==> src/rtl/leakage_sweep_seq_pkg.sv <==
// rtl/leakage_sweep_seq_pkg.sv - shared types and helpers for the leakage sweep sequencer
//
// Contents:
//   state_t   - sequencer FSM states
//   result_t  - one leakage result record (code, value, timeout), sized for the widest legal build
//   sat_neg   - two's complement negate of a w-bit signed value, saturating the most-negative input
package leakage_pkg;

  localparam int MAX_W    = 64;
  localparam int MAX_N_IN = 4;

  typedef enum logic [2:0] {
    ST_IDLE,
    ST_SETTLE,
    ST_TRIG,
    ST_WAIT_S,
    ST_EMIT,
    ST_DONE
  } state_t;

  typedef struct packed {
    logic [MAX_N_IN-1:0]     code;
    logic signed [MAX_W-1:0] value;
    logic                    timeout;
  } result_t;

  // x holds a sign-extended w-bit value; negating -2^(w-1) would not fit back
  // into w bits, so it clamps to the largest positive w-bit value instead.
  function automatic logic signed [MAX_W-1:0] sat_neg(input logic signed [MAX_W-1:0] x,
                                                      input int w);
    logic signed [MAX_W-1:0] lim;
    lim = 64'sd1 <<< (w - 1);
    if (x == -lim) begin
      return lim - 64'sd1;
    end
    return -x;
  endfunction

endpackage

==> src/rtl/leakage_sweep_seq_if.sv <==
// rtl/leakage_sweep_seq_if.sv - measurement-trigger and result-stream bundle of the sweep sequencer
//
// Signals:
//   start_measure  sequencer -> front-end, toggles once per requested sample
//   sample_valid   front-end -> sequencer, one-cycle strobe
//   sample         front-end -> sequencer, signed integrated supply current
//   res_valid      sequencer -> writer, result available
//   res_ready      writer -> sequencer, result accepted when both high
//   res_code       sequencer -> writer, input state of the result
//   res_value      sequencer -> writer, signed leakage (negated average, saturated)
//   res_timeout    sequencer -> writer, at least one sample of this result timed out
// Modports: master = sequencer side, slave = front-end/writer side.
interface leakage_sweep_seq_if #(
  parameter int N_IN     = 2,
  parameter int SAMPLE_W = 24
) ();

  logic                       start_measure;
  logic                       sample_valid;
  logic signed [SAMPLE_W-1:0] sample;
  logic                       res_valid;
  logic                       res_ready;
  logic [N_IN-1:0]            res_code;
  logic signed [SAMPLE_W-1:0] res_value;
  logic                       res_timeout;

  modport master (
    output start_measure,
    input  sample_valid,
    input  sample,
    output res_valid,
    input  res_ready,
    output res_code,
    output res_value,
    output res_timeout
  );

  modport slave (
    input  start_measure,
    output sample_valid,
    output sample,
    input  res_valid,
    output res_ready,
    input  res_code,
    input  res_value,
    input  res_timeout
  );

endinterface

==> src/rtl/leakage_avg_acc.sv <==
// rtl/leakage_avg_acc.sv - sample accumulator, averager and slot counter for one input state
//
// Ports:
//   clk, rst_n  clock, asynchronous active-low reset
//   clr         clears accumulator and slot counter (start of a state)
//   acc_en      adds acc_in and advances the slot counter
//   acc_in      signed sample to add (0 for a timed-out slot)
//   last_slot   the slot being filled is the final one of this state
//   res_value   -(accumulator >>> AVG_LOG2), saturated to SAMPLE_W bits
module leakage_avg_acc
  import leakage_pkg::*;
#(
  parameter int SAMPLE_W = 24,
  parameter int AVG_LOG2 = 2
) (
  input  logic                       clk,
  input  logic                       rst_n,
  input  logic                       clr,
  input  logic                       acc_en,
  input  logic signed [SAMPLE_W-1:0] acc_in,
  output logic                       last_slot,
  output logic signed [SAMPLE_W-1:0] res_value
);

  localparam int ACC_W = SAMPLE_W + AVG_LOG2;
  // One extra bit so the counter can hold 2^AVG_LOG2 after the last slot,
  // and stays non-zero width when AVG_LOG2 is 0.
  localparam int CNT_W = AVG_LOG2 + 1;
  localparam logic [CNT_W-1:0] LAST = CNT_W'((1 << AVG_LOG2) - 1);

  logic signed [ACC_W-1:0]    acc_q;
  logic [CNT_W-1:0]           cnt_q;
  logic signed [SAMPLE_W-1:0] avg;
  logic signed [MAX_W-1:0]    neg_w;

  always_ff @(posedge clk or negedge rst_n) begin
    if (!rst_n) begin
      acc_q <= '0;
      cnt_q <= '0;
    end else if (clr) begin
      acc_q <= '0;
      cnt_q <= '0;
    end else if (acc_en) begin
      acc_q <= acc_q + ACC_W'(acc_in);
      cnt_q <= cnt_q + CNT_W'(1);
    end
  end

  assign last_slot = (cnt_q == LAST);

  // Arithmetic shift floors toward -inf; the quotient always fits in SAMPLE_W.
  assign avg       = SAMPLE_W'(acc_q >>> AVG_LOG2);
  assign neg_w     = sat_neg(64'(avg), SAMPLE_W);
  assign res_value = SAMPLE_W'(neg_w);

endmodule

==> src/rtl/leakage_sweep_seq.sv <==
// rtl/leakage_sweep_seq.sv - sweeps a cell input vector and streams averaged leakage per state
//
// Ports:
//   clk, rst_n  clock, asynchronous active-low reset
//   start       one-cycle pulse, starts a sweep when idle
//   din_vec     cell input vector (bit 0 = A1)
//   busy        high from accepted start until DONE
//   done        one-cycle pulse after the last result is accepted
//   bus         measurement trigger/sample and result stream (master side)
module leakage_sweep_seq
  import leakage_pkg::*;
#(
  parameter int N_IN       = 2,
  parameter int SETTLE_CYC = 700,
  parameter int MEAS_CYC   = 700,
  parameter int SAMPLE_W   = 24,
  parameter int AVG_LOG2   = 2
) (
  input  logic                  clk,
  input  logic                  rst_n,
  input  logic                  start,
  output logic [N_IN-1:0]       din_vec,
  output logic                  busy,
  output logic                  done,
  leakage_sweep_seq_if.master   bus
);

  localparam int CNT_MAX = (SETTLE_CYC > MEAS_CYC) ? SETTLE_CYC : MEAS_CYC;
  localparam int CNT_W   = $clog2(CNT_MAX + 1);
  localparam logic [CNT_W-1:0] SETTLE_LOAD = CNT_W'(SETTLE_CYC - 1);
  localparam logic [CNT_W-1:0] MEAS_LOAD   = CNT_W'(MEAS_CYC - 1);
  localparam logic [N_IN-1:0]  LAST_CODE   = {N_IN{1'b1}};

  state_t            state_q;
  logic [CNT_W-1:0]  cnt_q;
  logic [N_IN-1:0]   code_q;
  logic              sm_q;
  logic              res_valid_q;
  logic              to_q;
  logic              busy_q;
  logic              done_q;

  logic                       sample_taken;
  logic                       slot_timeout;
  logic                       acc_en;
  logic                       acc_clr;
  logic                       accept;
  logic                       last_slot;
  logic signed [SAMPLE_W-1:0] acc_in;
  logic signed [SAMPLE_W-1:0] avg_neg;

  // A strobe in the expiry cycle counts as a sample, not a timeout.
  assign sample_taken = (state_q == ST_WAIT_S) && bus.sample_valid;
  assign slot_timeout = (state_q == ST_WAIT_S) && !bus.sample_valid && (cnt_q == '0);
  assign acc_en       = sample_taken || slot_timeout;
  assign acc_in       = sample_taken ? bus.sample : '0;
  assign accept       = (state_q == ST_EMIT) && bus.res_ready;
  assign acc_clr      = ((state_q == ST_IDLE) && start) || accept;

  leakage_avg_acc #(
    .SAMPLE_W (SAMPLE_W),
    .AVG_LOG2 (AVG_LOG2)
  ) u_avg (
    .clk       (clk),
    .rst_n     (rst_n),
    .clr       (acc_clr),
    .acc_en    (acc_en),
    .acc_in    (acc_in),
    .last_slot (last_slot),
    .res_value (avg_neg)
  );

  always_ff @(posedge clk or negedge rst_n) begin
    if (!rst_n) begin
      state_q     <= ST_IDLE;
      cnt_q       <= '0;
      code_q      <= '0;
      sm_q        <= 1'b0;
      res_valid_q <= 1'b0;
      to_q        <= 1'b0;
      busy_q      <= 1'b0;
      done_q      <= 1'b0;
    end else begin
      case (state_q)
        ST_IDLE: begin
          if (start) begin
            code_q  <= '0;
            to_q    <= 1'b0;
            busy_q  <= 1'b1;
            cnt_q   <= SETTLE_LOAD;
            state_q <= ST_SETTLE;
          end
        end

        ST_SETTLE: begin
          if (cnt_q == '0) begin
            state_q <= ST_TRIG;
          end else begin
            cnt_q <= cnt_q - CNT_W'(1);
          end
        end

        ST_TRIG: begin
          sm_q    <= ~sm_q;
          cnt_q   <= MEAS_LOAD;
          state_q <= ST_WAIT_S;
        end

        ST_WAIT_S: begin
          if (acc_en) begin
            if (slot_timeout) begin
              to_q <= 1'b1;
            end
            // last_slot reflects the count before this slot is added.
            if (last_slot) begin
              res_valid_q <= 1'b1;
              state_q     <= ST_EMIT;
            end else begin
              state_q <= ST_TRIG;
            end
          end else begin
            cnt_q <= cnt_q - CNT_W'(1);
          end
        end

        ST_EMIT: begin
          if (accept) begin
            res_valid_q <= 1'b0;
            to_q        <= 1'b0;
            if (code_q == LAST_CODE) begin
              code_q  <= '0;
              busy_q  <= 1'b0;
              done_q  <= 1'b1;
              state_q <= ST_DONE;
            end else begin
              code_q  <= code_q + N_IN'(1);
              cnt_q   <= SETTLE_LOAD;
              state_q <= ST_SETTLE;
            end
          end
        end

        ST_DONE: begin
          done_q  <= 1'b0;
          state_q <= ST_IDLE;
        end

        default: begin
          state_q <= ST_IDLE;
        end
      endcase
    end
  end

  assign din_vec           = code_q;
  assign busy              = busy_q;
  assign done              = done_q;
  assign bus.start_measure = sm_q;
  assign bus.res_valid     = res_valid_q;
  assign bus.res_code      = code_q;
  assign bus.res_value     = avg_neg;
  assign bus.res_timeout   = to_q;

endmodule

==> src/flat_wrapper.sv <==
// flat-port wrapper written by rule: the top's interface ports become plain ports
module leakage_sweep_seq_flat import leakage_pkg::*;
#(
  parameter int N_IN       = 2,
  parameter int SETTLE_CYC = 700,
  parameter int MEAS_CYC   = 700,
  parameter int SAMPLE_W   = 24,
  parameter int AVG_LOG2   = 2
)
  (clk, rst_n, start, din_vec, busy, done, bus_start_measure, bus_sample_valid, bus_sample, bus_res_valid, bus_res_ready, bus_res_code, bus_res_value, bus_res_timeout);
  leakage_sweep_seq_if #(.N_IN(N_IN), .SAMPLE_W(SAMPLE_W)) bus_i ();
  input  logic clk;
  input  logic rst_n;
  input  logic start;
  output logic [N_IN-1:0] din_vec;
  output logic busy;
  output logic done;
  output wire logic [$bits(bus_i.start_measure)-1:0] bus_start_measure;
  input wire logic [$bits(bus_i.sample_valid)-1:0] bus_sample_valid;
  input wire logic [$bits(bus_i.sample)-1:0] bus_sample;
  output wire logic [$bits(bus_i.res_valid)-1:0] bus_res_valid;
  input wire logic [$bits(bus_i.res_ready)-1:0] bus_res_ready;
  output wire logic [$bits(bus_i.res_code)-1:0] bus_res_code;
  output wire logic [$bits(bus_i.res_value)-1:0] bus_res_value;
  output wire logic [$bits(bus_i.res_timeout)-1:0] bus_res_timeout;
  assign bus_start_measure = bus_i.start_measure;
  assign bus_i.sample_valid = bus_sample_valid;
  assign bus_i.sample = bus_sample;
  assign bus_res_valid = bus_i.res_valid;
  assign bus_i.res_ready = bus_res_ready;
  assign bus_res_code = bus_i.res_code;
  assign bus_res_value = bus_i.res_value;
  assign bus_res_timeout = bus_i.res_timeout;
  leakage_sweep_seq #(.N_IN(N_IN), .SETTLE_CYC(SETTLE_CYC), .MEAS_CYC(MEAS_CYC), .SAMPLE_W(SAMPLE_W), .AVG_LOG2(AVG_LOG2)) u_core (.clk(clk), .rst_n(rst_n), .start(start), .din_vec(din_vec), .busy(busy), .done(done), .bus(bus_i));
endmodule
==> config.mk <==
export PLATFORM = sky130hd
export DESIGN_NAME = leakage_sweep_seq_flat
export DESIGN_NICKNAME = d
export VERILOG_FILES = /design/src/rtl/leakage_sweep_seq_pkg.sv /design/src/rtl/leakage_sweep_seq_if.sv /design/src/rtl/leakage_avg_acc.sv /design/src/rtl/leakage_sweep_seq.sv /design/src/flat_wrapper.sv
export SDC_FILE = /design/constraint.sdc
export NUM_CORES = 1
export LEC_CHECK = 0
export CORE_UTILIZATION = 53
export DETAILED_ROUTE_END_ITERATION = 8
export DONT_BUFFER_PORTS = 1
export PLACE_DENSITY = 0.68
export SETUP_SLACK_MARGIN = 0.02
export SKIP_CTS_REPAIR_TIMING = 1
export SYNTH_ARGS = -nofsm -noshare
export SYNTH_HDL_FRONTEND = slang
export SYNTH_SLANG_ARGS = --single-unit
==> constraint.sdc <==
create_clock -name clk -period 11.2 [get_ports clk]
set_input_delay 0.56 -clock clk [delete_from_list [all_inputs] [get_ports clk]]
set_output_delay 0.56 -clock clk [all_outputs]
set_load 0.02 [all_outputs]
==> results of run 1 <==
## cell families after synthesis
logic type / count (synthesis)
AND/OR/NAND/NOR: 223
flip-flops: 49
adder cells (fa/ha/maj): 31
multiplexers: 2
XOR/XNOR: 40
AO/OA/AOI/OAI: 132
buffers and inverters: 40
## path summary, 6_finish.rpt
path | start | endpoint | slack, ps
min | rst_n | u_core.bus.res_valid | 90
max | u_core.state_q[2] | u_core.u_avg.acc_q[22] | 6880
min reg2reg | u_core.u_avg.acc_q[0] | u_core.u_avg.acc_q[0] | 520
max in group asynchronous | rst_n | u_core.u_avg.acc_q[0] | 10880
min in group clk | bus_res_ready | u_core.bus.res_valid | 330
max reg2reg | u_core.state_q[2] | u_core.u_avg.acc_q[22] | 6880
## synth_stat cells, types with 3 or more instances
master,n,share of area
nand2b_1,7,0.011
dfrtp_1,49,0.30
and2_1,25,0.038
ha_1,30,0.091
o21a_1,5,0.0091
o211ai_1,3,0.0054
a21o_1,4,0.0072
a21oi_1,29,0.035
or3_1,3,0.0045
o31ai_1,4,0.0072
a31oi_1,5,0.0075
clkbuf_1,12,0.011
nor3_1,14,0.017
xnor2_1,17,0.036
nor2b_1,5,0.0075
buf_2,5,0.0060
nor4_1,7,0.011
a221o_1,3,0.0072
nor2_1,33,0.030
xor2_1,23,0.049
nand2_1,65,0.059
o21ai_0,49,0.059
inv_1,21,0.019
nand3_1,43,0.052
nand4_1,5,0.0075
## power breakdown
group	total [uW]	internal, uW	switching (uW)
combinational	69.5	21.0	48.5
sequential	205	189	16.2
clock	116	46.9	68.9
## critical path: stages, from the launching register on
cell and delay (ps):
dfrtp_1 530, nor2b_1 450, and3_1 790, and2_1 230, ha_1 180, inv_1 60
fa_1 390, nor2b_1 170, o31a_1 230, o21ai_2 110, o221ai_2 250, a311oi_2 210
o31a_1 330, o2111ai_1 180, nand3_1 100
## sequential cells by signal, indices dropped and copies added (netlist names)
signal,count
u_core.busy,1
u_core.bus.res_valid,1
u_core.bus.start_measure,1
u_core.bus.res_timeout,1
u_core.u_avg.cnt_q,3
u_core.cnt_q,10
u_core.u_avg.acc_q,26
u_core.state_q,3
u_core.bus.res_code,2
u_core.done,1
## layer usage
metal	vias to the layer above	share of wire	track usage
li1	1849	-	-
met1	1740	0.48	0.354
met2	105	0.46	0.417
met3	10	0.044	0.0370
met4	0	0.013	0.0780
met5	-	0	0
## final cells by class
| cell class | instances | area [um2] | share of cell area |
|---|---|---|---|
| Multi-Input combinational cell | 428 | 2770 | 0.638 |
| Clock buffer | 5 | 68.8 | 0.0159 |
| Clock inverter | 3 | 28.8 | 0.00663 |
| Tap cell | 99 | 124 | 0.0286 |
| Timing Repair Buffer | 3 | 42.5 | 0.00981 |
| Sequential cell | 49 | 1230 | 0.283 |
| Inverter | 21 | 78.8 | 0.0182 |
## metrics by stage
step,setup slack (ps),instance area (um2),power [uW],hold slack (ps),std cells
after CTS,6820,4310,390,-88.5,607
final,6880,4340,390,88.6,608
after detailed placement,6850,4210,272,266,599
after global placement,7020,4210,273,265,599
after global routing,6470,4340,414,87.7,608
after floorplan,7660,4140,255,264,517
==> metrics, run 1 <==
PwrDens=89.9 nW/um2; status=finished clean; Final Hold Viols=0; CTS tree=built; EDFF count, synth=0; final setup fails=0; Initial Utilization=0.559; RSZ-0062 raised after global routing=no; R2R cell count=14; die width=90.4 um; critical setup path kind=reg2reg; Netlist cell types=64; num rows=31; fraction of layout cells with a size suffix above 1=0.0511; # nets final=568; LEAKAGE=0.00207 uW; most frequent cells in the layout=nand2_1, o21ai_0, dfrtp_1; cell area after synthesis=4140 um2; Clock Tree Buf Depth=2; I/O pin total=62; vias in the first global route=3586; #FFs+latches synth=49; post-route ant nets=0; post-synthesis sequential area ratio=0.296; CTS H-tree lvls=2; GRT overflow=0; RePlAce Congestion=0.866; Post-Synthesis Cells=517; first-pass GRT wire length=17400 um; post-layout util=0.586; synthesis-to-layout area growth=4.68%; Syn Area/Cell=8.02 um2; post-synthesis mux area share=0.00513; Antenna diodes=0; clock buffer count from CTS=5; asr flop ratio synth=1.00; fillers=696; Post-Synth XOR/XNOR Area=0.0845; Crit. End Element=flip-flop; gr usage total=0.257; Clock Latency Late Sink=310 ps; WL final=10100 um; initial antenna violation count=0; main combinational cell family by area after synthesis=simple AND/OR/NAND/NOR gates; syn_nets=577; MaxCap Viol Count=0; top_reg_cell synth=dfrtp_1; Synth Area in Adders=0.0954; Slew headroom=0.264; DRT iter0 DRCs=205; YS warnings=0; final slew viol count=0; Die Ht=90.4 um; setup_tns=0 ps; biggest fanout along the worst timing path=26; Vias=3704; Final min period=4320 ps; CTS Sinks=49; Clock Skew=12.8 ps; crit path DAT=4520 ps; Hold WC Path Type=in2async; highest clock rate=0.231 GHz; Max VDD drop=0.0507 mV; Port Buffers=0; Worst Path Required=11400 ps; First-pass DRT Iterations=5; Synth Area in Compound Gates=0.209; HPWL Detailed=7340 um; Root Driver=clkbuf_8; DIE AREA=8180 um2; Core Area=7410 um2; Clock transition at path regs=110 ps; Post-Synth Simple-Gate Area=0.271; commonest non-fill, non-tap cell in the layout=nand2_1; Vias/cell=6.09; largest net degree at the start of global routing=55; number of remaining DRC errors=0; Worst Setup Start Kind=flip-flop; routed len/inst=16.5 um; worst-margin pin slew=1090 ps; crit share post-route=0.386
Note: power is estimated with default switching activity, not from simulation.
==> inputs of run 2 (changes only) <==
- clock period: 11.2 -> 4.2 ns (I/O delays scaled with it)
==> run 2 against run 1 <==
Compared with the run above:
- largest cell class unchanged
- total power grew to 2.7 times the previous value
- flip-flop and latch count unchanged
- via count is 0.49% higher
- worst hold slack lost 63 ps
- sequential share of layout area shrank 0.39 points
- critical endpoint unchanged
==> metrics, run 2 (synthesis results as in run 1) <==
status=finished clean; CTS H-tree lvls=2 (unchanged); synthesis-to-layout area growth=6.13%; CP Launch Point=u_core.state_q[0]; DIE AREA=8180 um2 (unchanged); vias in the first global route=3598 (+0.33%); WP buf/inv=1 (unchanged); LEAKAGE=0.00211 uW (+1.7%); Antenna diodes=0 (unchanged); R2R cell count=14 (unchanged); highest clock rate=0.268 GHz (+16%); max reg flops=26 (unchanged); CTS Sinks=49 (unchanged); biggest fanout along the worst timing path=13 (-50%); Reg2Reg Launch Point=u_core.state_q[0]; reg2reg end=u_core.u_avg.acc_q[22]; routed len/inst=16.6 um (+0.29%); Vias=3722 (+0.49%); Slew headroom=0.491 (+0.227); post-route design area=4400 um2 (+1.4%); largest net degree at the start of global routing=50 (-9.1%); Max VDD drop=0.171 mV (+240%); Reg area=1230 um2 (unchanged); Crit. End Element=flip-flop; hold slack final=25.2 ps (-63.4 ps); # nets final=575 (+1.2%); HPWL Detailed=7630 um (+4.0%); clock buffer count from CTS=5 (unchanged); Clock Latency Late Sink=320 ps (about the same); DRT iter0 DRCs=202 (-1.5%); Clock Tree Buf Depth=2 (unchanged); crit path DAT=3930 ps (-590 ps); RSZ-0062 raised after global routing=no; most frequent cells in the layout=nand2_1, o21ai_0, dfrtp_1; Largest regs=u_core.u_avg.acc_q (26), u_core.cnt_q (10); Initial Utilization=0.559 (unchanged); die width=90.4 um (unchanged); crit share post-route=0.888 (+0.502); I/O pin total=62 (unchanged); post-layout util=0.594 (+0.00811); worst-margin pin slew=762 ps (-332 ps); Int Pwr=703 uW (+170%); fillers=684 (-1.7%); Hold WC Path Type=in2reg; final setup fails=0 (unchanged); Root Driver=clkbuf_8; post-route ant nets=0 (unchanged); Worst Path Required=4400 ps (-7000 ps); Vias/cell=6.05 (-0.66%); number of remaining DRC errors=0 (unchanged); Die Ht=90.4 um (unchanged); final slew viol count=0 (unchanged); Largest stage delay, worst path=490 ps (-300 ps); Logic pwr share=0.187 (+0.009); GRT overflow=0 (unchanged); Inst Count DP=604 (+0.83%); Sequential Power Share=0.514 (-0.011); num rows=31 (unchanged); Final Hold Viols=0 (unchanged); first-pass GRT wire length=17300 um (-0.16%); Core Area=7410 um2 (unchanged); PwrDens=242 nW/um2 (+170%); Clock transition at path regs=110 ps (about the same); Slowest-stage cell, CP=dfrtp_1; CTS tree=built; gr usage total=0.262 (+0.00452); Post-Layout Cell Count=615 (+1.2%); Worst Setup Start Kind=flip-flop; Largest Register=u_core.u_avg.acc_q; Crit path depth=14 (unchanged); Port Buffers=0 (unchanged); RePlAce Congestion=0.857 (-1.1%); commonest non-fill, non-tap cell in the layout=nand2_1; end point of the critical path=u_core.u_avg.acc_q[22]; setup_tns=0 ps (unchanged); fraction of layout cells with a size suffix above 1=0.0601 (+0.00900); footprint of the multi-input gates=2770 um2 (unchanged); Clock Skew=13.8 ps (+1.04 ps); Crit path max-delay family=compound AO/OA/AOI/OAI gates; Final min period=3730 ps (-591 ps); clock power share=0.299 (+0.002); Sw Share=0.339 (-0.00388); Placement Cell Area=4250 um2 (+0.89%); initial antenna violation count=0 (unchanged); MaxCap Viol Count=0 (unchanged); First-pass DRT Iterations=4 (-1); P_sw=360 uW (+170%); critical setup path kind=reg2reg; critical path, cell by cell=nor2b_1 -> and3_1 -> and2_1 -> ha_1 -> inv_1 -> fa_1 -> nor2b_1 -> o31a_1 -> o21ai_2 -> o221ai_2 -> a311oi_2 -> o31a_1 -> o2111ai_1 -> nand3_1; setup slack, reg-to-reg=470 ps (-6410 ps); WL final=10200 um (+1.4%)
## run 2: cell types whose count changed in the layout (fill, tap and decap cells not counted), sizes merged
| cell | change |
|---|---|
| clkbuf | +1 |
| dlygate4sd3 | +2 |
| inv | -1 |
| buf | +5 |
## run 2: routing by layer
layer	up-vias	GRT usage	share of wire
met3	12	0.0438	0.049
met4	0	0.0726	0.016
li1	1860	-	-
met1	1770	0.336	0.46
met5	-	0	0
met2	80	0.454	0.47
## run 2: power groups by stage
| stage | sequential, uW | clock, uW | combinational (uW) |
|---|---|---|---|
| 3_3_place_gp | 552 | 0 | 179 |
| 4_1_cts | 546 | 323 | 184 |
| 6_report | 547 | 318 | 199 |
| 3_5_place_dp | 555 | 0 | 184 |
| 5_1_grt | 553 | 343 | 228 |
| 2_1_floorplan | 538 | 0 | 143 |
## run 2: worst min-delay path by stage
| stage | depth (start not counted) | slack (ps) | startpoint | to |
|---|---|---|---|---|
| finish | 1 | 30 | bus_sample_valid | u_core.bus.res_timeout |
| CTS | 0 | -430 | rst_n | u_core.bus.res_code[1] |
| global placement | 0 | -80 | rst_n | u_core.bus.res_code[0] |
| detailed placement | 0 | -80 | rst_n | u_core.bus.res_code[1] |
| global route | 1 | 20 | bus_sample_valid | u_core.bus.res_timeout |
| floorplan | 0 | -90 | rst_n | u_core.bus.res_code[0] |
## run 2: final cells by class
class,instances,share of cell area
clock inverters,2,0.00398
well taps,99,0.0282
repair buffers,10,0.0228
inverters,21,0.0179
multi-input cells,428,0.630
clock buffers,6,0.0188
flip-flops and latches,49,0.279
## run 2: through the flow
step,setup slack [ps],power (uW)
2_1_floorplan,657,681
3_3_place_gp,704,731
3_5_place_dp,525,739
4_1_cts,481,1050
5_1_grt,165,1120
6_report,471,1060
